<file path="config.mk">
export PLATFORM = sky130hd
export DESIGN_NAME = mux_scan
export DESIGN_NICKNAME = d
export VERILOG_FILES = /design/src/rtl/mux_scan.sv
export SDC_FILE = /design/constraint.sdc
export NUM_CORES = 1
export LEC_CHECK = 0
export ABC_AREA = 1
export BUFFER_PORTS_ARGS = -buffer_cell sky130_fd_sc_hd__clkbuf_2
export CAP_MARGIN = 20
export CORE_MARGIN = 8
export CORE_UTILIZATION = 49
export DETAILED_ROUTE_END_ITERATION = 7
export GPL_TIMING_DRIVEN = 0
export PLACE_DENSITY = 0.75
export SYNTH_ARGS = -nofsm -noshare
export SYNTH_HDL_FRONTEND = slang
export SYNTH_SLANG_ARGS = --single-unit
export TNS_END_PERCENT = 1
</file>
<file path="constraint.sdc">
create_clock -name clk -period 1.8 [get_ports clk]
set_input_delay 0.18 -clock clk [delete_from_list [all_inputs] [get_ports clk]]
set_output_delay 0.18 -clock clk [all_outputs]
set_load 0.03 [all_outputs]
</file>
<file path="src/rtl/mux_scan.sv">
// mux_scan: registered N-channel, W-bit channel selector with manual select and
// round-robin auto-scan. Output carries the channel tag, a sample strobe and a
// wrap pulse at the end of the last channel's dwell.
module mux_scan #(
  parameter int unsigned N      = 16,
  parameter int unsigned W      = 1,
  parameter int unsigned SELW   = 4,
  parameter int unsigned DWELLW = 8
) (
  input  logic              clk,
  input  logic              rst_n,
  input  logic [N*W-1:0]    i,
  input  logic              en,
  input  logic              mode,
  input  logic [SELW-1:0]   sel,
  input  logic              sel_load,
  input  logic [DWELLW-1:0] dwell,
  output logic [W-1:0]      y,
  output logic [SELW-1:0]   y_ch,
  output logic              y_valid,
  output logic              wrap
);

  // One extra bit so N == 2**SELW still compares correctly.
  localparam logic [SELW:0]   NumCh  = (SELW + 1)'(N);
  localparam logic [SELW-1:0] LastCh = SELW'(N - 1);

  typedef enum logic [1:0] {StIdle, StManual, StScan} state_e;

  state_e state_q, state_d;

  logic [SELW-1:0]   cur_q, cur_d;
  logic [DWELLW-1:0] cnt_q, cnt_d;
  logic [DWELLW-1:0] dwell_q, dwell_d;
  logic [W-1:0]      y_d;
  logic [SELW-1:0]   y_ch_d;
  logic              y_valid_d, wrap_d;

  logic [W-1:0]      ch_data;
  logic              sel_ok;
  logic              scan_entry;
  logic [DWELLW-1:0] dwell_eff;
  logic [DWELLW-1:0] cnt_eff;
  logic              done;

  // State register.
  always_ff @(posedge clk or negedge rst_n) begin
    if (!rst_n) begin
      state_q <= StIdle;
    end else begin
      state_q <= state_d;
    end
  end

  // Next state follows en/mode directly every cycle.
  always_comb begin
    state_d = StIdle;
    if (en) begin
      state_d = mode ? StScan : StManual;
    end
  end

  // Channel mux; indices >= N fall through to zero and are never selected anyway.
  always_comb begin
    ch_data = '0;
    for (int k = 0; k < int'(N); k++) begin
      if (cur_q == SELW'(k)) begin
        ch_data = i[k*W +: W];
      end
    end
  end

  assign sel_ok     = sel_load && ({1'b0, sel} < NumCh);
  // Entering scan uses the live dwell for the first channel.
  assign scan_entry = (state_d == StScan) && (state_q != StScan);
  assign dwell_eff  = scan_entry ? dwell : dwell_q;
  assign cnt_eff    = scan_entry ? '0 : cnt_q;
  assign done       = (cnt_eff == dwell_eff);

  // Output / datapath next-state logic.
  always_comb begin
    cur_d     = cur_q;
    cnt_d     = cnt_q;
    dwell_d   = dwell_q;
    y_d       = y;
    y_ch_d    = y_ch;
    y_valid_d = 1'b0;
    wrap_d    = 1'b0;
    unique case (state_d)
      StIdle: begin
        cnt_d = '0;
      end
      StManual: begin
        y_d       = ch_data;
        y_ch_d    = cur_q;
        y_valid_d = 1'b1;
        cnt_d     = '0;
      end
      StScan: begin
        y_d       = ch_data;
        y_ch_d    = cur_q;
        y_valid_d = done;
        dwell_d   = dwell_eff;
        if (done) begin
          cur_d   = (cur_q == LastCh) ? '0 : cur_q + SELW'(1);
          cnt_d   = '0;
          dwell_d = dwell;
          wrap_d  = (cur_q == LastCh);
        end else begin
          cnt_d = cnt_eff + DWELLW'(1);
        end
      end
      default: ;
    endcase
    // A valid load overrides any scan advance but leaves the strobe intact.
    if (sel_ok) begin
      cur_d   = sel;
      cnt_d   = '0;
      dwell_d = dwell;
      wrap_d  = 1'b0;
    end
  end

  // Datapath and output registers.
  always_ff @(posedge clk or negedge rst_n) begin
    if (!rst_n) begin
      cur_q   <= '0;
      cnt_q   <= '0;
      dwell_q <= '0;
      y       <= '0;
      y_ch    <= '0;
      y_valid <= 1'b0;
      wrap    <= 1'b0;
    end else begin
      cur_q   <= cur_d;
      cnt_q   <= cnt_d;
      dwell_q <= dwell_d;
      y       <= y_d;
      y_ch    <= y_ch_d;
      y_valid <= y_valid_d;
      wrap    <= wrap_d;
    end
  end

endmodule

</file>
* Yosys cells after proc, flatten, opt, wreduce, memory -nomap -nowiden
Cells that the tools add are included. W data, S select, Z words.
Operators by class: add/subtract/negate cells 2, equality and inequality tests 19, multiplexer cells 34, reductions and logical operators 9
Operators with widths (count):
- $mux W8 | 7
- $eq A4 B4 Y1 const B | 8
- $mux W1 | 19
- $eq A4 B3 Y1 const B | 4
- $mux W4 | 4
- $pmux W8 S2 | 1
- $add A8 B1 Y8 const B | 1
- $eq A4 B2 Y1 const B | 2
- $eq A8 B8 Y1 | 1
- $add A4 B1 Y4 const B | 1
- $eq A4 B1 Y1 const B | 1
- $logic_not A4 Y1 | 1
- $mux W2 | 2
- $reduce_bool A2 Y1 | 2
- $reduce_or A2 Y1 | 2
- $reduce_bool A3 Y1 | 1
- $eq A2 B1 Y1 const B | 1
- $eq A2 B2 Y1 const B | 1
- $logic_not A2 Y1 | 1
- $ne A2 B2 Y1 const B | 1
- $pmux W1 S2 | 1
- $reduce_and A2 Y1 | 1
- $logic_and A1 B1 Y1 | 1
Word-level totals: register bits 29, input bits 33, output and inout port bits 7, logic and storage cells 72

* Logic depth before layout (Yosys ltp)
depth in word-level cells 17, depth in mapped cells 19, mapped depth without buffers 19

* Least setup slack after synthesis
OpenSTA, ideal clock, no wires.
kind reg2reg, start point register state_q[0], end point register cur_q[2], library setup time 0.125 ns, arrival time 1.587 ns, required time 1.675 ns, setup slack 0.088 ns, cell stages (with the launch flop) 15, buffers on the path 2, period minus slack after synthesis 1.712 ns, cells stage by stage dfrtp_1 -> inv_1 -> nand2_1 -> nand2_4 -> buf_6 -> nand2_1 -> o21ai_2 -> nor2_1 -> nor3_2 -> nand3_2 -> nand2_4 -> buf_6 -> nand2_4 -> nand2_1 -> o31ai_2
On the way: word-level cells in the longest chain between the ends 6, elaborated cells between the ends (all ways) 7, classes of those cells eq/ne: 2; mux: 2; reduce/logical: 3
Ends and longest elaborated chain:
- start: declaration | RTL line 30 | state_e state_q, state_d;
- start signal: assignment | RTL line 49 | state_q <= StIdle;
- start signal: assignment | RTL line 51 | state_q <= state_d;
- $ne A2 B2 Y1 * | RTL line 75 | assign scan_entry = (state_d == StScan) && (state_q != StScan);
- $logic_and A1 B1 Y1 * | RTL line 75
- $mux W8 (on tied branches) | RTL line 77, 76
- $eq A8 B8 Y1 * | RTL line 78 | assign done = (cnt_eff == dwell_eff);
- $reduce_bool A2 Y1 (no line) *
- $reduce_and A2 Y1 (no line) *
- end signal: assignment | RTL line 135 | cur_q <= cur_d;
- end: declaration | RTL line 32 | logic [SELW-1:0] cur_q, cur_d;
Mark *: on every way between the ends. The rest lies on a longest branch, timed or not. A chain may end at the register's enable or synchronous reset.

* Worst setup path after layout
start point register state_q[1], end point register dwell_q[1]
On the way: word-level cells in the longest chain between the ends 7, elaborated cells between the ends (all ways) 8, classes of those cells eq/ne: 2; mux: 5; reduce/logical: 1
Ends and longest elaborated chain:
- $ne A2 B2 Y1 * | RTL line 75
- $logic_and A1 B1 Y1 * | RTL line 75
- $mux W8 (on tied branches) | RTL line 77, 76
- $eq A8 B8 Y1 | RTL line 78
- $mux W8 * | RTL line 104 | if (done) begin
- $mux W8 * | RTL line 89 | unique case (state_d)
- $mux W8 * | RTL line 116 | if (sel_ok) begin
- end signal: assignment | RTL line 137 | dwell_q <= dwell_d;
- end: declaration | RTL line 34 | logic [DWELLW-1:0] dwell_q, dwell_d;
Mark *: on every way between the ends. The rest lies on a longest branch, timed or not. The select of a mux whose other input is x is not followed.

==> flow_summary_export.csv <==
group,metric,value,unit
critical_path,path_common_cell,"nand2_4",
sta,timing.final.crit_period,1930,ps
cells_and_area,antennaDiodeCount,0,
pwr,p_leak,1.13,nW
routing,wl,4620,microns
clock_network,numClockSinks,29,
place,portBuffers,39,
synthesis,synth_compound_area_frac,0.143,
synthesis,synth_commonest_cells,"50 x nand2_1, 39 x nor2_1, 33 x inv_1",
critical_path,slowest_stage,"dfrtp_1",
critical_path,critical_path.max_stage_delay,360,ps
sta,holdWs,88.1,ps
pwr,seqPwrFrac,0.420,
synthesis,ys_warn_count,0,
synthesis,ys_seq_area_frac,0.393,
global_route,grt_pass1_vias,1799,
pwr,intPower,1.21,mW
synthesis,synthTopCellsByArea,"dfrtp_1 39%, nand2_1 10%, nor2_1 7.9%",
synthesis,yosys.area.top_type,"dfrtp_1",
sta,finClkSkew,4.22,ps
global_route,grt_max_degree,30,
synthesis,avgSynthCellArea,7.33,sq um
synthesis,syn-num-nets,290,
place,post-place-cells,339,
pwr,p_comb_frac,0.306,
routing,drt-pass1-iter-count,4,
pwr,power,1.90,mW
floorplanning,die-area,5990,sq um
routing,antenna_left,0,
synthesis,synth_adder_area_share,0.0339,
clock_network,cts_tree,"done",
routing,wire_per_inst,13.2,microns
cells_and_area,drive_gt1_frac,0.331,
routing,drt_iter0_markers,104,
critical_path,crit_path_cell_trace,"nand2_1, nand2_4, buf_8, nand2_2, o21ai_2, o22ai_2, nor3_2, nand3_2, nand2_4, buf_4, or2_2, a31oi_1",
cells_and_area,area_growth,25.5,%
routing,via_count,1757,
sta,hold_viol,0,
synthesis,ys_ff_latch,29,
synthesis,synthDistinctLibCells,33,
clock_network,cts_max_level,2,
clock_network,clock_latency,290,ps
critical_path,crit_arrival,2130,ps
floorplanning,coreArea,3630,sq um
floorplanning,start_util,0.508,
pwr,switching_share,0.361,
cells_and_area,final_cell_area,2320,sq um
cells_and_area,layout.core_utilization,0.638,
synthesis,synthMuxAreaShare,0.00542,
synthesis,ys.flop_type,"dfrtp_1",
sta,timing.fmax,0.518,GHz
status,status,"complete, but fails checks",
synthesis,synth_top_family_by_area,"simple AND/OR/NAND/NOR gates",
pwr,power.share.clock,0.274,
synthesis,synthCells,252,
clock_network,root_buffer,"clkbuf_8",
critical_path,crit_path_end_kind,"flip-flop",
floorplanning,ios,40,
place,hpwl,3400,microns
pwr,switching_power,0.685,mW
global_route,antenna_found_initial,0,
critical_path,crit_type,"flip-flop to flip-flop",
sta,worst_pin_slew,728,ps
synthesis,async_reset_ff_frac,1.00,
clock_network,worst_setup_hold_path_clk_slew,60,ps
synthesis,synth_edf_count,0,
clock_network,cts_made_buffers,5,
run,cap_violations,0,
critical_path,cp-start-kind,"flip-flop",
synthesis,synth_xor_xnor_area_share,0.0142,
cells_and_area,n_fill_cell,348,
clock_network,clock_path_buffers,2,
routing,viasPerCell,5.02,
synthesis,synth-simple-area-share,0.315,
floorplanning,die_w,77.4,microns
sta,relSlewSlack,0.515,
synthesis,synth_most_common_cell,"nand2_1",
place,place_ws,-164,ps
sta,fin_crit_sh,1.07,
cells_and_area,finalNetCount,339,
sta,setup_ws,-129,ps
place,dpl-instance-area,2100,sq um
sta,drv_slew,0,
global_route,gr-total-overflow,0,
place,gp_congestion,0.820,
global_route,grt_pass1_wl,7970,microns
floorplanning,rows,22,
pwr,p_per_area,819,nW/um^2
critical_path,r2r_slack,-130,ps
pwr,ir_drop,0.000637,V
sta,setup_viol,16,
synthesis,syn_area,1850,sq um
global_route,grt_usage,0.161,
cells_and_area,final_cells,350,
synthesis,netlist.area_leader.share,0.393,
critical_path,cp_max_fo,10,
status,violations,"setup timing",
sta,rsz0062_at_grt,"yes",
routing,route.detailed.drc,0,
critical_path,crit_required,2000,ps
sta,tns,-929,ps
worst_hold_path,hp-class,"input port to flip-flop",
floorplanning,die_h,77.4,microns
-- sequential cells by signal (all words and copies together) (netlist names) --
signal / flops
y_valid: 1
y_ch: 4
cnt_q: 8
cur_q: 4
state_q: 2
wrap: 1
y: 1
dwell_q: 8
-- power by group through the flow --
stage | clock (mW) | sequential (mW) | combinational, mW
detailed placement | 0 | 0.800 | 0.550
finish | 0.519 | 0.798 | 0.582
global route | 0.562 | 0.808 | 0.658
floorplan | 0 | 0.846 | 0.334
global placement | 0 | 0.800 | 0.541
CTS | 0.535 | 0.790 | 0.560
-- worst paths after layout --
path	start	end	cells past startpoint
max in group asynchronous	rst_n	cur_q[2]	2
max	state_q[1]	dwell_q[1]	12
min	mode	state_q[0]	2
min reg2reg	y	y	2
min in group asynchronous	rst_n	state_q[1]	2
max reg2reg	state_q[1]	dwell_q[1]	12
-- placed cells by master, fill, tap and decap left out, types with 7 or more instances in the layout --
master / instances
a21oi_1: 13
nand3_1: 10
inv_1: 29
nor2_1: 32
o21ai_0: 8
a31oi_1: 8
clkbuf_2: 39
or2_2: 7
nand2_1: 49
dfrtp_1: 26
-- cells by family after synthesis --
| kind of cell | after synthesis |
|---|---|
| simple gates | 127 |
| compound gates | 46 |
| buf+inv | 41 |
| flops | 29 |
| fa+ha+maj | 5 |
| xor+xnor | 3 |
| mux | 1 |
-- layer usage --
layer / vias to the layer above / share of wire / GRT usage
met2: 35 / 0.48 / 0.270
met1: 798 / 0.45 / 0.189
met5: - / 0 / 0
met4: 0 / 0.012 / 0.0547
li1: 917 / - / -
met3: 7 / 0.051 / 0.0541
-- area by class of cell --
cell class / count / area (sq um) / area share
Buffer: 5 / 48.8 / 0.0211
Clock inverter: 2 / 10.0 / 0.00432
Tap cell: 48 / 60.1 / 0.0259
Clock buffer: 6 / 72.6 / 0.0313
Sequential cell: 29 / 729 / 0.315
Timing Repair Buffer: 42 / 220 / 0.0950
Multi-Input combinational cell: 182 / 1040 / 0.448
Inverter: 36 / 138 / 0.0594
-- worst max-delay path: cells and delay by family (launching register included) --
kind,cells,cell delay [ps]
buf+inv,2,300
compound gates,3,390
simple gates,7,770
flops,1,360
-- repair_timing --
item,CTS,global route
hold buffers,1,0
resized for setup,7,27
buffers inserted,2,0
endpoints found under the setup margin,21,23
endpoints found under the hold margin,29,0
pin swaps,3,7
(Power assumes the default switching activity.)
